<file path="config.mk">
export PLATFORM = sky130hd
export DESIGN_NAME = mod_addsub_pipe
export DESIGN_NICKNAME = d
export VERILOG_FILES = /design/src/rtl/mod_addsub_pipe_pkg.sv /design/src/rtl/mod_addsub_lane.sv /design/src/rtl/mod_addsub_pipe.sv
export SDC_FILE = /design/constraint.sdc
export NUM_CORES = 1
export LEC_CHECK = 0
export ABC_CLOCK_PERIOD_IN_PS = 4100
export BUFFER_PORTS_ARGS = -buffer_cell sky130_fd_sc_hd__buf_2
export CORE_UTILIZATION = 59
export CTS_CLUSTER_SIZE = 25
export DETAILED_ROUTE_END_ITERATION = 8
export PLACE_DENSITY = 0.94
export SETUP_SLACK_MARGIN = 0.02
export SLEW_MARGIN = 20
export SYNTH_ARGS = -nofsm -noshare
export SYNTH_HDL_FRONTEND = slang
export SYNTH_SLANG_ARGS = --single-unit
</file>
<file path="constraint.sdc">
create_clock -name clk -period 4.1 [get_ports clk]
set_input_delay 0.615 -clock clk [delete_from_list [all_inputs] [get_ports clk]]
set_output_delay 0.615 -clock clk [all_outputs]
set_load 0.02 [all_outputs]
</file>
<file path="src/rtl/mod_addsub_pipe_pkg.sv">
// Shared GF(p) field definitions for the add/sub datapath.
// Holds the op encodings and the default field width and modulus.
`ifndef BW_GF
`define BW_GF 8
`endif
`ifndef PRIME
`define PRIME 251
`endif

package mod_addsub_pipe_pkg;

    localparam int unsigned GF_BW = `BW_GF;
    localparam logic [`BW_GF-1:0] GF_PRIME = `BW_GF'(`PRIME);

    localparam logic [1:0] OP_ADD  = 2'd0;
    localparam logic [1:0] OP_SUB  = 2'd1;
    localparam logic [1:0] OP_NEG  = 2'd2;
    localparam logic [1:0] OP_PASS = 2'd3;

endpackage

</file>
<file path="src/rtl/mod_addsub_lane.sv">
// One lane of the modular add/sub: the raw (BW+1)-bit value for stage 1 and
// the conditional-subtract reduction applied to the registered raw value.
module mod_addsub_lane
    import mod_addsub_pipe_pkg::*;
#(
    parameter int unsigned     BW    = GF_BW,
    parameter logic [BW-1:0]   PRIME = BW'(GF_PRIME)
) (
    input  logic [1:0]    op_i,
    input  logic [BW-1:0] a_i,
    input  logic [BW-1:0] b_i,
    output logic [BW:0]   raw_o,
    input  logic [BW:0]   raw_i,
    output logic [BW-1:0] res_o
);

    logic [BW:0] a_x;
    logic [BW:0] b_x;
    logic [BW:0] p_x;

    assign a_x = {1'b0, a_i};
    assign b_x = {1'b0, b_i};
    assign p_x = {1'b0, PRIME};

    // With in-range operands every raw value lies in [0, 2p-1], so one
    // conditional subtract is an exact reduction.
    always_comb begin
        raw_o = a_x;
        case (op_i)
            OP_ADD:  raw_o = a_x + b_x;
            OP_SUB:  raw_o = a_x + (p_x - b_x);
            OP_NEG:  raw_o = p_x - b_x;
            default: raw_o = a_x;
        endcase
    end

    assign res_o = (raw_i >= p_x) ? BW'(raw_i - p_x) : raw_i[BW-1:0];

endmodule

</file>
<file path="src/rtl/mod_addsub_pipe.sv">
// Multi-lane two-stage pipelined modular adder/subtractor over GF(p) with
// valid/ready on both sides and a pass-through tag.
module mod_addsub_pipe
    import mod_addsub_pipe_pkg::*;
#(
    parameter int unsigned        BW_GF = GF_BW,
    parameter logic [BW_GF-1:0]   PRIME = BW_GF'(GF_PRIME),
    parameter int unsigned        LANES = 1,
    parameter int unsigned        TAG_W = 4
) (
    input  logic                     clk,
    input  logic                     rst,
    input  logic                     in_valid,
    output logic                     in_ready,
    input  logic [2*LANES-1:0]       in_op,
    input  logic [BW_GF*LANES-1:0]   in_a,
    input  logic [BW_GF*LANES-1:0]   in_b,
    input  logic [TAG_W-1:0]         in_tag,
    output logic                     out_valid,
    input  logic                     out_ready,
    output logic [BW_GF*LANES-1:0]   out_res,
    output logic [TAG_W-1:0]         out_tag
);

    localparam int unsigned RW = BW_GF + 1;

    logic                     s1_valid_q, s1_valid_d;
    logic [RW*LANES-1:0]      s1_raw_q, s1_raw_d;
    logic [TAG_W-1:0]         s1_tag_q, s1_tag_d;
    logic                     s2_valid_q, s2_valid_d;
    logic [BW_GF*LANES-1:0]   s2_res_q, s2_res_d;
    logic [TAG_W-1:0]         s2_tag_q, s2_tag_d;

    logic [RW*LANES-1:0]      raw_c;
    logic [BW_GF*LANES-1:0]   res_c;
    logic                     s1_adv;
    logic                     s2_adv;

    for (genvar i = 0; i < LANES; i++) begin : g_lane
        mod_addsub_lane #(
            .BW    (BW_GF),
            .PRIME (PRIME)
        ) u_lane (
            .op_i  (in_op[2*i +: 2]),
            .a_i   (in_a[BW_GF*i +: BW_GF]),
            .b_i   (in_b[BW_GF*i +: BW_GF]),
            .raw_o (raw_c[RW*i +: RW]),
            .raw_i (s1_raw_q[RW*i +: RW]),
            .res_o (res_c[BW_GF*i +: BW_GF])
        );
    end

    // Handshake: a transfer happens on a rising edge where valid && ready.
    // A stage advances when it is empty or the stage after it advances, so
    // ready ripples combinationally back from out_ready (no skid buffer).
    always_comb begin
        s2_adv     = !s2_valid_q || out_ready;
        s1_adv     = !s1_valid_q || s2_adv;
        s1_valid_d = s1_valid_q;
        s1_raw_d   = s1_raw_q;
        s1_tag_d   = s1_tag_q;
        s2_valid_d = s2_valid_q;
        s2_res_d   = s2_res_q;
        s2_tag_d   = s2_tag_q;
        if (s1_adv) begin
            s1_valid_d = in_valid;
            if (in_valid) begin
                s1_raw_d = raw_c;
                s1_tag_d = in_tag;
            end
        end
        if (s2_adv) begin
            s2_valid_d = s1_valid_q;
            if (s1_valid_q) begin
                s2_res_d = res_c;
                s2_tag_d = s1_tag_q;
            end
        end
    end

    always_ff @(posedge clk) begin
        if (rst) begin
            s1_valid_q <= 1'b0;
            s1_raw_q   <= '0;
            s1_tag_q   <= '0;
            s2_valid_q <= 1'b0;
            s2_res_q   <= '0;
            s2_tag_q   <= '0;
        end else begin
            s1_valid_q <= s1_valid_d;
            s1_raw_q   <= s1_raw_d;
            s1_tag_q   <= s1_tag_d;
            s2_valid_q <= s2_valid_d;
            s2_res_q   <= s2_res_d;
            s2_tag_q   <= s2_tag_d;
        end
    end

    // Reset wins over capture, so advertising ready during reset is harmless.
    assign in_ready  = s1_adv | rst;
    assign out_valid = s2_valid_q;
    assign out_res   = s2_res_q;
    assign out_tag   = s2_tag_q;

endmodule

</file>
* Word level (Yosys, flattened, before mapping)
Index checks and enable logic that the tools add are counted.
** Storage, ports and cells
- Register bits after elaboration :: 27
- Output and inout bits :: 14
** Cells by class
- Add/sub/neg operators :: 4
- Order comparisons :: 1
- Eq/ne operators :: 2
- Muxes and demuxes :: 2
- Bitwise gates (word level) :: 1
- Reduce and logical (&&, ||, !) cells :: 7
** Operator list (number)
- 9-bit case mux with 3 select lines :: 1
- 8-bit by 8-bit adder with 9-bit output :: 1
- 8-bit by 9-bit adder with 9-bit output :: 1
- 9-bit by 8-bit >= comparator with 1-bit output, second input constant :: 1
- 8-bit by 8-bit subtractor with 9-bit output, first input constant :: 1
- 8-bit two-way mux :: 1
- 8-bit subtractor, second input constant :: 1
- 2-bit AND reduction :: 2
- 2-bit by 1-bit == test with 1-bit output, second input constant :: 1
- 2-bit == test, second input constant :: 1
- 1-bit zero test :: 2
- 2-bit zero test :: 1
- 1-bit logical OR :: 2
- 1-bit OR :: 1

* Logic depth before layout (Yosys ltp)
- Word-level depth :: 4
- Mapped depth :: 12
- Gate-level depth less buffers :: 11

* Modules after synthesis
A second synthesis with hierarchy kept.
** Second synthesis, totals
- Cells, all modules :: 248
- Area total of the unflattened synthesis :: 1980.6 sq um
** Modules (own cells, without submodules)
- mod_addsub_pipe :: times used 1, cells an instance 120, area each 1132.3 sq um, seq. area each 540.5 sq um
- mod_addsub_lane :: times used 1, cells an instance 128, area each 848.3 sq um, seq. area each 0.0 sq um

* Least setup slack after synthesis
No wires, ideal clock.
- Kind :: input -> register
- Start point :: input in_op[0]
- End point :: register s1_raw_q[6]
- Data arrival time :: 2.670 ns
- Required time :: 3.973 ns
- Setup slack :: 1.303 ns
- Stages on the path :: 12
- Buffers on the path :: 2
- Path through :: buf_6 buf_6 nand2_1 xnor2_1 ha_1 inv_1 fa_1 nand2b_1 a21oi_1 mux2_2 a31oi_1 o41ai_1
** Between the ends
- Longest elaborated chain between the ends :: 2
- Elaborated cells between the ends (all ways) :: 4
- Classes of those cells :: eq/ne (2); mux (1); reduce/logical (1)
** RTL lines
- start: declaration :: RTL line mod_addsub_pipe.sv:15 : input logic [2*LANES-1:0] in_op,
- 2-bit == test (tied with other cells) :: RTL line mod_addsub_lane.sv:29 : case (op_i)
- 9-bit case mux with 3 select lines (*) :: RTL line mod_addsub_lane.sv:29
- end signal: assignment :: RTL line mod_addsub_pipe.sv:91 : s1_raw_q <= s1_raw_d;
- end: declaration :: RTL line mod_addsub_pipe.sv:28 : logic [RW*LANES-1:0] s1_raw_q, s1_raw_d;
Mark *: on every way between the ends. The rest lies on a longest branch, timed or not.
A chain may end at the register's enable or synchronous reset.

* Worst setup path after layout
- Start point :: input in_op[1]
- End point :: register s1_raw_q[6]
Same word-level chain as after synthesis.

==> summary.md <==
| Metric | Value |
|---|---|
| Syn Std Cell Area | around 1900 um^2 |
| R2R setup slack | 2.48 ns |
| DRT Pass-1 Iters | 4 |
| Final period util | 0.726 |
| FF-to-FF path depth | 5 |
| Power per Cell Area | 288 nW/um^2 |
| Iter 0 DRT Violations | 67 |
| Hold depth | 2 |
| Critical path type | in -> reg |
| Slew Limit Fails | 0 |
| Count of clock tree sinks | 27 |
| Largest net degree at the start of global routing | 23 |
| DR WL/cell | 12.2 um |
| YS warnings | 0 |
| Crit path capture type | flop |
| Area contributors post-synth | dfxtp_1 29%, nand2_1 6.9%, ha_1 6.6%, a21oi_1 5.5%, nor2_1 5.0% |
| Layout cell share with drive strength beyond 1 | 0.173 |
| CTS max path bufs | 2 |
| HP Class | reg -> reg |
| Predominant post-synthesis flop cell | dfxtp_1 |
| Register area share after synthesis | 0.285 |
| Total gr overflow | 0 |
| Latest clock arrival within the worst-skew pair | 0.32 ns |
| Hold Startpoint | out_tag[2] |
| Hold Path Sink | out_tag[2] |
| EDFF count, synth | 0 |
| Setup bufs post-CTS | 0 |
| Detailed placement HPWL | 3050 um |
| Complex-gate fraction of the synthesized area | 0.260 |
| Final setup viols | 0 |
| Syn Nets | around 290 |
| CTS tree | done |
| Library cells used by synthesis | 48 |
| Final min period | 2.98 ns |
| Synth area leader | dfxtp_1 |
| DRC viols | 0 |
| Worst R2R End | out_res[1] |
| Initial core utilization | 0.620 |
| Die area | 3440 um^2 |
| Max Fclk | 336 MHz |
| Final TNS setup | 0 ns |
| CP max stage cell | fa_1 |
| GR Util All Layers | 0.244 |
| Final net count | 315 |
| Synth Area in XOR/XNOR | 0.0509 |
| Main combinational cell family by area after synthesis | compound AO/OA/AOI/OAI gates |
| Antenna-violating nets left | 0 |
| Most frequent CP cell | inv_1 |
| First-pass GRT wire length | 6590 um |
| Synth async-reset ratio | 0 |
| Adder and majority gate portion of the synthesized area | 0.0766 |
| Synth top area share | 0.285 |
| Cts repair resizes | 0 |
| Antenna Cells | 0 |
| Max_cap viols | 0 |
| Top Ports | 40 |
| Leak Pwr | between 0.0008 and 0.0009 uW |
| Via count | approximately 1900 |
| Vias per std cell | 5.76 |
| Measured slew at the worst slew-check pin | 0.646 ns |
| Row cnt | 20 |
| Startpoint type of the worst setup path | input port |
| RR Startpoint | s1_raw_q[0] |
| Unrepaired setup endpoints after global routing | false |
| Num CTS Buffers | 3 |
| H-tree Lvls | 1 |
| Slew headroom | 0.569 |
| CP Cell Sequence | buf_2 > inv_1 > nand2_1 > xnor2_1 > ha_1 > inv_1 > fa_1 > nand2b_1 > a21oi_1 > mux2_2 > a31oi_1 > o41ai_1 |
| GPL Wtd Cong | around 0.85 |
| Worst-path clk slew | 0.14 ns |
| Critical path arrival | approximately 3.2 ns |
| Syn Inst Count | 249 |
| Largest stage delay, worst path | 0.39 ns |
| Post-synthesis average cell area | around 7.6 um^2 |
| Simple-gate area share of the yosys netlist | 0.243 |
| Final hold violation count | 0 |
| Number of port buffers | 39 |
| Die span in x | 58.7 um |
| Status | finished, final reports clean |
| Core Region | 3050 um^2 |
| P&R area growth vs syn | 9.97% |
| Drt total wl | 3920 um |
| Synth Register Bits | 27 |
| Vias in the first global route | 1581 |
| Number of hold buffers added after CTS | 0 |
| Initial antenna violation count | 0 |
| Die H | about 59 um |
| Final core utilization | 0.682 |
| Peak VDD IR | 115 uV |
| CP Max Fanout | 20 |
| Root buf cell | clkbuf_4 |
| Tot Pwr | approximately 600 uW |
| Clock skew | 0.00427 ns |
| Post-synthesis mux area share | 0.0218 |
| CP required | between 4 and 5 ns |
cell usage after synthesis (3+ instances only):
library cell / number
o211ai_1: 3
a211oi_1: 12
ha_1: 10
nor2_1: 25
or4b_1: 3
nor3_1: 7
nand3_1: 8
dfxtp_1: 27
a21oi_1: 21
buf_4: 3
o21ai_0: 18
inv_1: 8
nand2_1: 35
a31oi_1: 7
mux2i_1: 3
xnor2_1: 7
xor2_1: 4
clkbuf_1: 7
nand2b_1: 4
sequential cells by signal, indices dropped and copies added, names as in the netlist:
name / cells
s1_tag_q: 4
out_res: 8
out_tag: 4
s1_raw_q: 9
out_valid: 1
s1_valid_q: 1
critical path, delay by kind of cell:
kind,cells,cell delay (ns)
xor gates and xnor gates,1,0.15
muxes,1,0.38
AOI/OAI and AO/OA,3,0.51
and+or+nand+nor,2,0.41
buffers and inverters,3,0.52
adders and majority gates,2,0.59
final cells by class:
class | count | area, um^2
multi-input combinational | 199 | 1230
fill | 269 | 970
sequential | 27 | 541
timing repair buffer | 39 | 195
tap | 44 | 55.1
inverter | 8 | 30.0
clock buffer | 3 | 22.5
clock inverter | 1 | 5.00
cell usage in the layout, fill, tap and decap left out, types with 2 or more instances in the layout:
master / count
a211o_1: 2
a211oi_1: 12
a21oi_1: 21
a311oi_1: 2
a31oi_1: 7
and3_1: 2
buf_2: 39
clkbuf_4: 3
dfxtp_1: 27
ha_1: 10
inv_1: 8
mux2i_1: 3
nand2_1: 35
nand2b_1: 4
nand3_1: 8
nand3b_1: 2
nor2_1: 25
nor2b_1: 2
nor3_1: 7
o211ai_1: 3
o21ai_0: 18
o31ai_1: 2
o41ai_1: 2
or4b_1: 3
xnor2_1: 7
xor2_1: 4
cell families after synthesis:
group,Yosys count
compound gates,77
xor+xnor,11
fa+ha+maj,11
buf+inv,23
flops,27
mux,4
simple gates,96
worst max path at each step:
| stage | to | startpoint |
|---|---|---|
| 5_1_grt | s1_raw_q[6] | in_op[1] |
| 3_5_place_dp | s1_raw_q[6] | in_op[1] |
| 4_1_cts | s1_raw_q[6] | in_op[1] |
| 3_3_place_gp | s1_raw_q[6] | in_op[1] |
| 6_report | s1_raw_q[6] | in_op[1] |
| 2_1_floorplan | s1_raw_q[6] | in_op[0] |
per-layer routing:
metal  wire length [um]  vias to the layer above  track usage
li1                   -                      958            -
met2               1920                       59        0.432
met4                 25                        0       0.0782
met5                  0                        -            0
met3                161                        2       0.0132
met1               1820                      831        0.319
through the flow:
stage	std cells	setup WS [ns]	area (um^2)	hold slack (ns)
CTS	321	1.14	2080	0.462
floorplan	249	1.30	1890	0.432
global placement	317	0.890	2060	0.440
global route	321	0.916	2080	0.487
detailed placement	317	0.786	2060	0.444
finish	321	1.12	2080	0.460
where the power goes:
group	internal [uW]	total, uW	switching [uW]	leakage [uW]
sequential	280	299	19.1	0.000222
clock	36.5	110	73.6	0.0000177
combinational	79.9	190	110	0.000623
total	397	600	203	0.000863
(Power assumes the default switching activity.)
